File: src/rtl/fifo_pkg.sv
// Shared definitions for the single-clock FIFO and the blocks that sit on its
// read and write sides.
//   FIFO_WIDTH      default data word width
//   FIFO_ADDR_WIDTH default FIFO address width (fillcount is one bit wider)
//   word_t          one data word at the default width
//   fillcount_t     FIFO occupancy at the default address width
package fifo_pkg;

  localparam int FIFO_WIDTH      = 8;
  localparam int FIFO_ADDR_WIDTH = 3;

  typedef logic [FIFO_WIDTH-1:0]    word_t;
  typedef logic [FIFO_ADDR_WIDTH:0] fillcount_t;

endpackage

File: src/rtl/fifo_stream_reader_if.sv
// Word stream leaving the FIFO reader.
//   out_data   head word presented by the producer
//   out_valid  producer has a word on out_data
//   out_ready  consumer accepts out_data this cycle
//
// Handshake: a word transfers on a rising edge where out_valid and out_ready
// are both 1. While out_valid=1 and out_ready=0 the producer holds out_data
// and out_valid unchanged. out_valid never depends on out_ready, while
// out_ready may depend on out_valid.
interface fifo_stream_reader_if #(
  parameter int WIDTH = fifo_pkg::FIFO_WIDTH
) ();

  logic [WIDTH-1:0] out_data;
  logic             out_valid;
  logic             out_ready;

  modport master (output out_data, output out_valid, input out_ready);
  modport slave  (input out_data, input out_valid, output out_ready);

endinterface

File: src/rtl/skid_buffer.sv
// Small circular buffer holding words that were read from the FIFO but not
// yet accepted downstream.
//   clk, reset  clock, asynchronous active-low reset
//   clear       synchronous discard of every buffered word
//   wr_en       write wr_data at the write pointer
//   rd_en       retire the word at the read pointer
//   rd_data     word at the read pointer, straight from the register array
//   occupancy   number of words held (0..BUF_DEPTH)
module skid_buffer
  import fifo_pkg::*;
#(
  parameter  int WIDTH     = FIFO_WIDTH,
  parameter  int BUF_DEPTH = 2,
  localparam int PW        = (BUF_DEPTH > 1) ? $clog2(BUF_DEPTH) : 1,
  localparam int OW        = $clog2(BUF_DEPTH + 1)
) (
  input  logic             clk,
  input  logic             reset,
  input  logic             clear,
  input  logic             wr_en,
  input  logic [WIDTH-1:0] wr_data,
  input  logic             rd_en,
  output logic [WIDTH-1:0] rd_data,
  output logic [OW-1:0]    occupancy
);

  logic [WIDTH-1:0] mem [BUF_DEPTH];
  logic [PW-1:0]    wr_ptr;
  logic [PW-1:0]    rd_ptr;

  // Pointers wrap at BUF_DEPTH, which need not be a power of two.
  function automatic logic [PW-1:0] bump(input logic [PW-1:0] p);
    return (p == PW'(BUF_DEPTH - 1)) ? '0 : p + PW'(1);
  endfunction

  always_ff @(posedge clk or negedge reset) begin
    if (!reset) begin
      wr_ptr    <= '0;
      rd_ptr    <= '0;
      occupancy <= '0;
      for (int i = 0; i < BUF_DEPTH; i++) mem[i] <= '0;
    end else if (clear) begin
      wr_ptr    <= '0;
      rd_ptr    <= '0;
      occupancy <= '0;
    end else begin
      if (wr_en) begin
        mem[wr_ptr] <= wr_data;
        wr_ptr      <= bump(wr_ptr);
      end
      if (rd_en) rd_ptr <= bump(rd_ptr);
      // Simultaneous write and read leaves occupancy unchanged.
      case ({wr_en, rd_en})
        2'b10:   occupancy <= occupancy + OW'(1);
        2'b01:   occupancy <= occupancy - OW'(1);
        default: ;
      endcase
    end
  end

  assign rd_data = mem[rd_ptr];

endmodule

File: src/rtl/fifo_stream_reader.sv
// Drains the read side of the single-clock FIFO and presents the words as a
// valid/ready stream, with a skid buffer absorbing consumer backpressure.
//   clk, reset      clock, asynchronous active-low reset
//   enable          allow new FIFO reads (buffered words drain regardless)
//   flush           synchronous discard of buffered and in-flight words
//   fifo_fillcount  FIFO occupancy, combinational from the FIFO pointers
//   fifo_data       FIFO data_out, valid the cycle after an accepted get
//   fifo_get        read strobe to the FIFO
//   strm            output stream (out_data / out_valid / out_ready)
//   word_count      words delivered on the stream, wraps
//   busy            buffer non-empty or a read in flight
module fifo_stream_reader
  import fifo_pkg::*;
#(
  parameter int WIDTH      = FIFO_WIDTH,
  parameter int ADDR_WIDTH = FIFO_ADDR_WIDTH,
  parameter int BUF_DEPTH  = 2,
  parameter int CNT_WIDTH  = 16
) (
  input  logic                  clk,
  input  logic                  reset,
  input  logic                  enable,
  input  logic                  flush,
  input  logic [ADDR_WIDTH:0]   fifo_fillcount,
  input  logic [WIDTH-1:0]      fifo_data,
  output logic                  fifo_get,
  fifo_stream_reader_if.master  strm,
  output logic [CNT_WIDTH-1:0]  word_count,
  output logic                  busy
);

  localparam int OW = $clog2(BUF_DEPTH + 1);

  logic [OW-1:0] occupancy;
  logic          inflight;
  logic          pop;
  logic [OW:0]   committed;
  logic [OW:0]   room;

  assign strm.out_valid = (occupancy != '0);
  assign pop            = strm.out_valid && strm.out_ready;

  // Free space counts the word already in flight and the slot a pop frees
  // this cycle: space > 0  <=>  occupancy + inflight < BUF_DEPTH + pop.
  assign committed = {1'b0, occupancy} + (OW+1)'(inflight);
  assign room      = (OW+1)'(BUF_DEPTH) + (OW+1)'(pop);

  // Only fillcount decides whether the FIFO has data; reset gates the strobe
  // so nothing is read while the block is held in reset.
  assign fifo_get = reset && enable && !flush &&
                    (fifo_fillcount != '0) && (committed < room);

  // fifo_get is 0 during flush, so the in-flight flag clears with it.
  always_ff @(posedge clk or negedge reset) begin
    if (!reset) inflight <= 1'b0;
    else        inflight <= fifo_get;
  end

  // A pop coincident with flush is still a delivered word.
  always_ff @(posedge clk or negedge reset) begin
    if (!reset)   word_count <= '0;
    else if (pop) word_count <= word_count + CNT_WIDTH'(1);
  end

  skid_buffer #(
    .WIDTH     (WIDTH),
    .BUF_DEPTH (BUF_DEPTH)
  ) u_skid (
    .clk       (clk),
    .reset     (reset),
    .clear     (flush),
    .wr_en     (inflight && !flush),
    .wr_data   (fifo_data),
    .rd_en     (pop),
    .rd_data   (strm.out_data),
    .occupancy (occupancy)
  );

  assign busy = (occupancy != '0) || inflight;

endmodule
File: src/flat_wrapper.sv
// flat-port wrapper written by rule: the top's interface ports become plain ports
module fifo_stream_reader_flat import fifo_pkg::*;
#(
  parameter int WIDTH      = FIFO_WIDTH,
  parameter int ADDR_WIDTH = FIFO_ADDR_WIDTH,
  parameter int BUF_DEPTH  = 2,
  parameter int CNT_WIDTH  = 16
)
  (clk, reset, enable, flush, fifo_fillcount, fifo_data, fifo_get, word_count, busy, strm_out_data, strm_out_valid, strm_out_ready);
  fifo_stream_reader_if #(.WIDTH(WIDTH)) strm_i ();
  input  logic clk;
  input  logic reset;
  input  logic enable;
  input  logic flush;
  input  logic [ADDR_WIDTH:0] fifo_fillcount;
  input  logic [WIDTH-1:0] fifo_data;
  output logic fifo_get;
  output logic [CNT_WIDTH-1:0] word_count;
  output logic busy;
  output wire logic [$bits(strm_i.out_data)-1:0] strm_out_data;
  output wire logic [$bits(strm_i.out_valid)-1:0] strm_out_valid;
  input wire logic [$bits(strm_i.out_ready)-1:0] strm_out_ready;
  assign strm_out_data = strm_i.out_data;
  assign strm_out_valid = strm_i.out_valid;
  assign strm_i.out_ready = strm_out_ready;
  fifo_stream_reader #(.WIDTH(WIDTH), .ADDR_WIDTH(ADDR_WIDTH), .BUF_DEPTH(BUF_DEPTH), .CNT_WIDTH(CNT_WIDTH)) u_core (.clk(clk), .reset(reset), .enable(enable), .flush(flush), .fifo_fillcount(fifo_fillcount), .fifo_data(fifo_data), .fifo_get(fifo_get), .strm(strm_i), .word_count(word_count), .busy(busy));
endmodule
File: config.mk
export PLATFORM = sky130hd
export DESIGN_NAME = fifo_stream_reader_flat
export DESIGN_NICKNAME = d
export VERILOG_FILES = /design/src/rtl/fifo_pkg.sv /design/src/rtl/fifo_stream_reader_if.sv /design/src/rtl/skid_buffer.sv /design/src/rtl/fifo_stream_reader.sv /design/src/flat_wrapper.sv
export SDC_FILE = /design/constraint.sdc
export NUM_CORES = 1
export LEC_CHECK = 0
export BUFFER_PORTS_ARGS = -buffer_cell sky130_fd_sc_hd__buf_2
export CAP_MARGIN = 0
export CORE_ASPECT_RATIO = 0.75
export CORE_MARGIN = 2
export CORE_UTILIZATION = 47
export DETAILED_ROUTE_END_ITERATION = 7
export MAX_ROUTING_LAYER = met4
export PLACE_DENSITY = 0.75
export SETUP_SLACK_MARGIN = 0.3
export SLEW_MARGIN = 20
export SYNTH_ARGS = -nofsm -noshare
export SYNTH_HDL_FRONTEND = slang
export SYNTH_SLANG_ARGS = --single-unit
File: constraint.sdc
create_clock -name clk -period 1.35 [get_ports clk]
set_clock_uncertainty 0.1 [all_clocks]
set_input_delay 0.135 -clock clk [delete_from_list [all_inputs] [get_ports clk]]
set_output_delay 0.135 -clock clk [all_outputs]
set_load 0.01 [all_outputs]
**Yosys cells after proc, flatten, opt, wreduce, memory -nomap -nowiden**

Index checks and enable logic that the tools add are counted.

- Add/subtract/negate cells: 7
- Magnitude comparators: 4
- Eq/ne operators: 2
- Mux-type cells: 14
- Bitwise gates (word level): 3
- Reductions and logical operators: 15

Operators by type and width:

| kind | count |
|---|---|
| two-way mux 8 bit | 4 |
| adder 16 x 1 -> 16 bit, second input constant | 1 |
| bitwise mux 16 bit | 1 |
| demux 8 bit (select 1 bit) | 1 |
| logical AND 1 bit | 7 |
| two-way mux 1 bit | 6 |
| nonzero test 2 bit | 3 |
| >= comparator 2 bit, second input constant | 2 |
| inverter 1 -> 2 bit | 2 |
| one-hot mux 2 bit (2 select lines) | 1 |
| nonzero test 4 bit | 1 |
| adder 2 x 1 -> 3 bit | 1 |
| adder 2 x 1 -> 3 bit, first input constant | 1 |
| < comparator 3 bit | 1 |
| nonzero test 3 bit | 1 |
| adder 1 bit, second input constant | 2 |
| adder 2 x 1 -> 2 bit, second input constant | 1 |
| == test 2 x 1 -> 1 bit, second input constant | 1 |
| == test 2 bit, second input constant | 1 |
| < comparator 2 x 1 -> 1 bit, second input constant | 1 |
| two-way mux 2 bit | 1 |
| AND reduction 2 bit | 1 |
| subtractor 2 x 1 -> 2 bit, second input constant | 1 |
| logical NOT 1 bit | 1 |
| 2 further kinds | 2 |

- Flip-flop bits (word level): 37
- Input bits: 17
- Output and inout port bits: 27
- Logic and storage cells: 52

**Depth between registers and ports, before layout**

Gate-level depths: netlist (run 1).

- Depth after elaboration: 6
- Mapped depth: 5
- Gate-level depth less buffers: 5

**Hierarchy**

From an unflattened synthesis (run 1), not the netlist that was laid out.

- Cell total of the unflattened synthesis: 129
- Area, all modules: 1707.9 um^2

By module, submodules not included:

| module | times used | cells each | area an instance (um^2) | seq. area each (um^2) |
|---|---|---|---|---|
| skid_buffer | 1 | 60 | 893.4 | 500.5 |
| fifo_stream_reader | 1 | 69 | 814.5 | 425.4 |

**Worst setup path before layout (run 1)**

OpenSTA, ideal clock, no wires.

- Path type: reg-to-reg
- Start: register u_core.inflight
- End: register u_core.u_skid.mem[10] in the netlist's numbering
- Library setup time: 0.125 ns
- Arrival time: 1.200 ns
- Data required time: 1.125 ns
- Setup slack: -0.074 ns
- Cell stages (with the launch flop): 4
- Path buffers: 1
- Clock period less this slack: 1.424 ns
- Cells stage by stage: dfrtp_1 buf_2 nor3b_4 mux2_2

- Word-level cells in the longest chain between the ends: 2

RTL lines:

| element | RTL line | text |
|---|---|---|
| start: declaration | fifo_stream_reader.sv:35 | `logic inflight;` |
| start signal: assignment | fifo_stream_reader.sv:56 | `else inflight <= fifo_get;` |
| logical AND 1 bit | fifo_stream_reader.sv:72 | `.wr_en (inflight && !flush),` |
| AND reduction 2 bit (no source line) | n/a |  |
| end signal: indexed assignment | skid_buffer.sv:48 | `mem[wr_ptr] <= wr_data;` |
| end: declaration | skid_buffer.sv:27 | `logic [WIDTH-1:0] mem [BUF_DEPTH];` |

Every way passes these cells.
A chain may end at the register's enable or synchronous reset.

**Worst setup path after layout (run 1)**

- Start: register u_core.inflight
- End: output fifo_get

- Word-level cells in the longest chain between the ends: 3

RTL lines:

| element | RTL line | text |
|---|---|---|
| adder 2 x 1 -> 3 bit | fifo_stream_reader.sv:45 | `assign committed = {1'b0, occupancy} + (OW+1)'(inflight);` |
| < comparator 3 bit | fifo_stream_reader.sv:51 | `(fifo_fillcount != '0) && (committed < room);` |
| logical AND 1 bit | fifo_stream_reader.sv:51 |  |
| end: declaration | flat_wrapper.sv:17 | `output logic fifo_get;` |

Every way passes these cells.

==> out/metrics.cfg, run 1 <==
[run_status]
outcome = finished, violations left
violations = setup timing

[routing]
vias = 1427
dr.pass1.iters = 4
wirelength_um = 4886
drc = 0
viasPerCell = 5.208
drt-initial-drc-count = 88
antenna_left = 0
wl_per_cell_um = 17.83

[hold_path]
hold_end = u_core.u_skid.mem[5]$_DFFE_PN0P_
hold_depth = 2
hold_path.startpoint = fifo_data[5]
min_path_type = input port to flop

[clock_tree]
cts.clk_slew.worst_paths_ns = 0.09
cts_htree_levels = 2
clkLatencyLatePin_ns = 0.30
clockBufferDepth = 2
clock-sinks = 37
cts_buffers = 5
cts_tree = done
cts-root-buf = clkbuf_8

[worst_setup_path]
critPathMaxFanout = 2
r2r_end = u_core.word_count[15]$_DFFE_PN0P_
critPathSlowestCell = dfrtp_1
critPathMaxStageDelay_ns = 0.40
cp.required_ns = 1.12
r2r_setup_slack_ns = -0.36
startpoint_type = flop
critPathKind = flop to output pin
reg2reg_depth = 7
crit_path_end_kind = output pin
critPathBufInv = 1
critical_path_arrival_ns = 1.61
regToRegStartpoint = u_core.u_skid.occupancy[1]$_DFFE_PN0P_
crit_chain = ha_2 > ha_4 > nor4bb_2 > and3_1 > buf_2
path_delay_family = simple AND/OR/NAND/NOR gates

[timing]
finalCritPeriodShare_pct = 137.0
slew_violations = 0
timing.fmax_mhz = 540.8
max_slew_margin_pct = 69.01
finalHoldViolations = 0
setup_tns_ns = -6.951
rsz0062_at_grt = true
worst_slew_pin_slew_ns = 0.4649
worst_slack_ns = -0.4992
setup_viol = 41
fin_crit_ns = 1.849
worst_hold_slack_ns = 0.02535

[die]
core_um2 = 3378
dieHeight_um = 56.00
placementRows = 18
ioPinCount = 44
die_w_um = 73.33
start_util_pct = 50.15
dieArea_um2 = 4106

[yosys]
synth_seq_cells = 37
synth_area_per_cell_um2 = 13.03
yosys_warnings = 0
postSynthNetCount = 150
syn_inst = 130
synth_cell_types = 29
seq_area_frac_synth_pct = 54.65
syn-cell-area_um2 = 1694

[pwr]
p_per_area_nw_per_um2 = 1223
p_comb_share_pct = 31.9
p_sw_mw = 0.9872
vdd_drop_max_mv = 0.8460
clkPwrFrac_pct = 28.3
switching_share_pct = 27.60
p_int_mw = 2.590
p_seq_share_pct = 39.8
p_leak_nw = 1.433

[grt]
grt_pass1_vias = 1477
antenna_found_initial = 0
grt-ovfl-total = 0
grt_pass1_wl_um = 6734
grt_max_degree = 38
grt_usage_pct = 22.24

[final_layout]
post-route-util_pct = 86.56
drive_gt1_share_pct = 68.38
mostFrequentLayoutCells = buf_6 (35), buf_4 (29), dfrtp_1 (29), buf_2 (24), mux2_2 (14)
fin_nets = 253
layout_commonest_cell = buf_6
diodes = 0
final_cell_area_um2 = 2924
instances_no_fill = 274
area_growth_pct = 72.60

[placed_design]
placed_cell_area_um2 = 2182
dp_hpwl_um = 2568
gp_congestion = 0.8044
placed_cells = 228
io_buffers = 43

[job]
max_cap_viol_count = 0

==> layout make-up <==
cell class,count,area [um^2]
clock buffers,6,82.58
well taps,40,50.05
multi-input cells,88,938.4
repair buffers,99,872.1
clock inverters,2,37.54
inverters,2,7.507
fillers,146,454.2
flip-flops and latches,37,935.9
==> power by group through the flow <==
stage	Sequential (mW)	Combinational [mW]	Clock (mW)
floorplan	1.43	0.433	0
global route	1.44	1.21	1.08
finish	1.42	1.14	1.01
global placement	1.42	0.681	0
CTS	1.41	0.929	1.02
detailed placement	1.44	0.708	0
==> routing by layer <==
metal  global-route usage, %  routed length, um  up-vias
met2                   36.16               2589       46
li1                        -                  -      663
met5                       -                  0        -
met1                   27.46               2106      715
met3                   5.072                163        3
met4                   7.273                 26        0
==> stage by stage <==
stage               worst slack [ns]  power, mW
floorplan                   -0.04213      1.865
global placement             -0.1271      2.105
detailed placement           -0.1759      2.152
CTS                          -0.4874      3.357
global route                 -0.5982      3.733
finish                       -0.4992      3.577
==> sequential cells by signal, summed over array words and instances, names as in the netlist <==
register,flops
u_core.inflight,1
u_core.u_skid.occupancy,2
u_core.word_count,16
u_core.u_skid.rd_ptr,1
u_core.u_skid.mem,16
u_core.u_skid.wr_ptr,1
==> synth_stat cells <==
cell type | count | area share (%)
xor2_1 | 5 | 2.6
a2111oi_0 | 1 | 0.52
nand3_1 | 3 | 0.89
nor3b_4 | 1 | 1.1
nand2_1 | 9 | 2.0
and3_1 | 2 | 0.74
ha_1 | 3 | 2.2
o21ai_0 | 2 | 0.59
o2111ai_2 | 1 | 0.89
a21oi_1 | 1 | 0.30
nand4_1 | 4 | 1.5
buf_2 | 1 | 0.30
nor4bb_1 | 1 | 0.59
or2_2 | 1 | 0.37
buf_6 | 1 | 0.66
and4_1 | 3 | 1.6
or3_1 | 1 | 0.37
or4_1 | 1 | 0.44
inv_1 | 2 | 0.44
nor3_4 | 1 | 0.96
mux2_2 | 24 | 16
nand3b_1 | 1 | 0.44
nor3_1 | 1 | 0.30
dfrtp_1 | 37 | 55
xnor2_1 | 14 | 7.2
o21ai_2 | 1 | 0.52
nor2_1 | 6 | 1.3
and2_1 | 1 | 0.37
clkbuf_1 | 1 | 0.22
==> worst max path at each step <==
stage	from	end	cells past startpoint
after floorplan	u_core.inflight$_DFF_PN0_	u_core.u_skid.mem[10]$_DFFE_PN0P_	3
after global placement	u_core.inflight$_DFF_PN0_	fifo_get	5
after detailed placement	u_core.inflight$_DFF_PN0_	fifo_get	5
after CTS	u_core.u_skid.occupancy[0]$_DFFE_PN0P_	fifo_get	5
after global routing	u_core.u_skid.occupancy[0]$_DFFE_PN0P_	fifo_get	5
final	u_core.inflight$_DFF_PN0_	fifo_get	5
==> kinds of logic after synthesis <==
family          Yosys count  share of synthesized area (%)
buf+inv                   5                          1.624
flops                    37                          54.65
mux                      24                          15.95
xor+xnor                 19                          9.823
fa+ha+maj                 3                          2.216
compound gates            6                          2.806
simple gates             36                          12.93
==> what timing repair did <==
item / CTS / global route
resized for setup: 31 / 34
endpoints found under the hold margin: 51 / 0
hold buffers: 8 / 0
pin swaps: 14 / 20
setup endpoints to repair: 63 / 63
buffers inserted: 15 / 15
Power figures use the tool's default switching activity.
==> run 2: changes to the inputs <==
--- a/config.mk
+++ b/config.mk
@@ -7,12 +7,14 @@
 export LEC_CHECK = 0
 export BUFFER_PORTS_ARGS = -buffer_cell sky130_fd_sc_hd__buf_2
 export CAP_MARGIN = 0
+export CELL_PAD_IN_SITES_DETAIL_PLACEMENT = 1
+export CELL_PAD_IN_SITES_GLOBAL_PLACEMENT = 2
 export CORE_ASPECT_RATIO = 0.75
 export CORE_MARGIN = 2
-export CORE_UTILIZATION = 47
+export CORE_UTILIZATION = 31
 export DETAILED_ROUTE_END_ITERATION = 7
 export MAX_ROUTING_LAYER = met4
-export PLACE_DENSITY = 0.75
+export PLACE_DENSITY_LB_ADDON = 0.1
 export SETUP_SLACK_MARGIN = 0.3
 export SLEW_MARGIN = 20
 export SYNTH_ARGS = -nofsm -noshare
==> run 2 against run 1 <==
  * The flow still finishes with violations (setup timing)
  * First-iteration DRC count fell by 70%
  * Combinational power is 18% higher
  * Global-route usage down 5.1 points
  * Largest power group unchanged
  * Critical endpoint unchanged
  * Highest routed layer unchanged
  * Sequential share of layout area shrank 1.3 points
  * Total power fell by 0.35%
==> out/metrics.cfg, run 2 (same netlist as run 1, synthesis figures left out) <==
[clock_tree]
cts-root-buf = clkbuf_8
cts_htree_levels = 2
cts_tree = done
cts.clk_slew.worst_paths_ns = 0.08
clkLatencyLatePin_ns = 0.29
clock-sinks = 37
cts_buffers = 5
clockBufferDepth = 2

[worst_setup_path]
cp.required_ns = 1.12
critPathMaxFanout = 2
startpoint_type = flop
regToRegStartpoint = u_core.u_skid.occupancy[0]$_DFFE_PN0P_
crit_path_end_kind = output pin
reg2reg_depth = 8
r2r_end = u_core.word_count[9]$_DFFE_PN0P_
crit_path_start = u_core.u_skid.occupancy[0]$_DFFE_PN0P_
r2r_setup_slack_ns = -0.44
critical_path_arrival_ns = 1.66
cp-endpoint = fifo_get
critPathKind = flop to output pin

[die]
die_w_um = 89.36
ioPinCount = 44
core_um2 = 5295
dieHeight_um = 68.02
placementRows = 23
start_util_pct = 31.99
dieArea_um2 = 6078

[hold_path]
min_path_type = input port to flop

[placed_design]
placed_cell_area_um2 = 2263
io_buffers = 43
place_ws_ns = -0.1983
dp_hpwl_um = 2978
gp_congestion = 0.7394

[routing]
wirelength_um = 4745
drc = 0
dr_wl_met2_um = 2498
drt-met1-wl_um = 2014
wl_per_cell_um = 14.87
viasPerCell = 4.517
wl_met3_um = 153
dr.pass1.iters = 2
highest_layer = met4
drt-initial-drc-count = 26
antenna_left = 0
vias = 1441

[pwr]
power_mw = 3.565
p_leak_nw = 1.504
vdd_drop_max_mv = 0.5644
p_per_area_nw_per_um2 = 1171

[timing]
setup_viol = 47
rsz0062_at_grt = true
worst_slew_pin_slew_ns = 0.4817
timing.fmax_mhz = 527.0
setup_tns_ns = -10.16
finalHoldViolations = 0
slew_violations = 0
max_slew_margin_pct = 67.89
fin_crit_ns = 1.897
finalCritPeriodShare_pct = 140.6
worst_slack_ns = -0.5475
worst_hold_slack_ns = 0.008090

[final_layout]
ff_latch_area_um2 = 933.4
multi_input_area_um2 = 923.4
area_growth_pct = 79.62
layout_commonest_cell = buf_6
fin_nets = 263
diodes = 0
drive_gt1_share_pct = 66.80
mostFrequentLayoutCells = buf_6 (37), buf_4 (33), dfrtp_1 (31), buf_2 (24), mux2_4 (16)
fill_cells = 567
final_cell_area_um2 = 3043
reg_top3 = u_core.u_skid.mem (16), u_core.word_count (16), u_core.u_skid.occupancy (2)

[job]
max_cap_viol_count = 0

[grt]
grt_usage_pct = 17.09
grt_pass1_vias = 1488
grt-ovfl-total = 0
antenna_found_initial = 0
grt_pass1_wl_um = 7362
grt_max_degree = 38

[run_status]
violations = setup timing
outcome = finished, violations left

run 2: changes by cell type in the layout (fill, tap and decap cells not counted), moves of 3 or more:
cell / before / now
buf_4: 29 / 33
xor2_2: 3 / 0
buf_8: 0 / 3
xor2_1: 2 / 5
mux2_2: 14 / 8
mux2_4: 10 / 16
run 2: power by group:
part / internal (mW) / leakage, nW / total [mW] / switching, mW
logic: 0.888 / 0.977 / 1.34 / 0.453
clock network: 0.417 / 0.0455 / 0.815 / 0.399
registers: 1.28 / 0.482 / 1.41 / 0.130
run 2: worst max-delay path, stage by stage (launching register included):
cell and delay [ns]:
dfrtp_1 0.40, ha_2 0.19, ha_4 0.15, nor4bb_1 0.28
and3_1 0.22, buf_2 0.13
run 2: layout make-up:
| type | count | area share, % |
|---|---|---|
| inverters | 2 | 0.2467 |
| well taps | 75 | 3.084 |
| flip-flops and latches | 37 | 30.67 |
| clock buffers | 8 | 2.961 |
| multi-input cells | 88 | 30.35 |
| repair buffers | 109 | 32.69 |
run 2: timing repair:
item | 4_1_cts | 5_1_grt
pin swaps | 13 | 13
endpoints found under the setup margin | 63 | 63
cloned | 1 | 0
hold buffers | 8 | 0
buffers inserted | 19 | 15
hold endpoints to repair | 51 | 0
resized for setup | 49 | 24
run 2: per-layer routing:
| metal | global-route usage, % | vias to the layer above |
|---|---|---|
| met2 | 28.15 | 28 |
| li1 | - | 680 |
| met3 | 3.739 | 5 |
| met1 | 20.63 | 728 |
| met5 | - | - |
| met4 | 6.716 | 0 |
run 2: how the worst min path moves through the flow:
stage / start / end / slack, ns / cells after the start
floorplan: reset / u_core.inflight$_DFF_PN0_ / -0.26 / 0
global placement: reset / u_core.u_skid.mem[1]$_DFFE_PN0P_ / 0.16 / 2
detailed placement: reset / u_core.u_skid.mem[1]$_DFFE_PN0P_ / 0.16 / 2
CTS: fifo_data[4] / u_core.u_skid.mem[12]$_DFFE_PN0P_ / 0.003 / 2
global route: fifo_data[4] / u_core.u_skid.mem[12]$_DFFE_PN0P_ / 0.002 / 2
finish: fifo_data[4] / u_core.u_skid.mem[12]$_DFFE_PN0P_ / 0.008 / 2
run 2: through the flow:
stage          instances  util (%)
6_report             319     57.47
5_1_grt              319     57.47
4_1_cts              304     53.64
3_5_place_dp         268     42.75
3_3_place_gp         268     42.75
2_1_floorplan        130         -
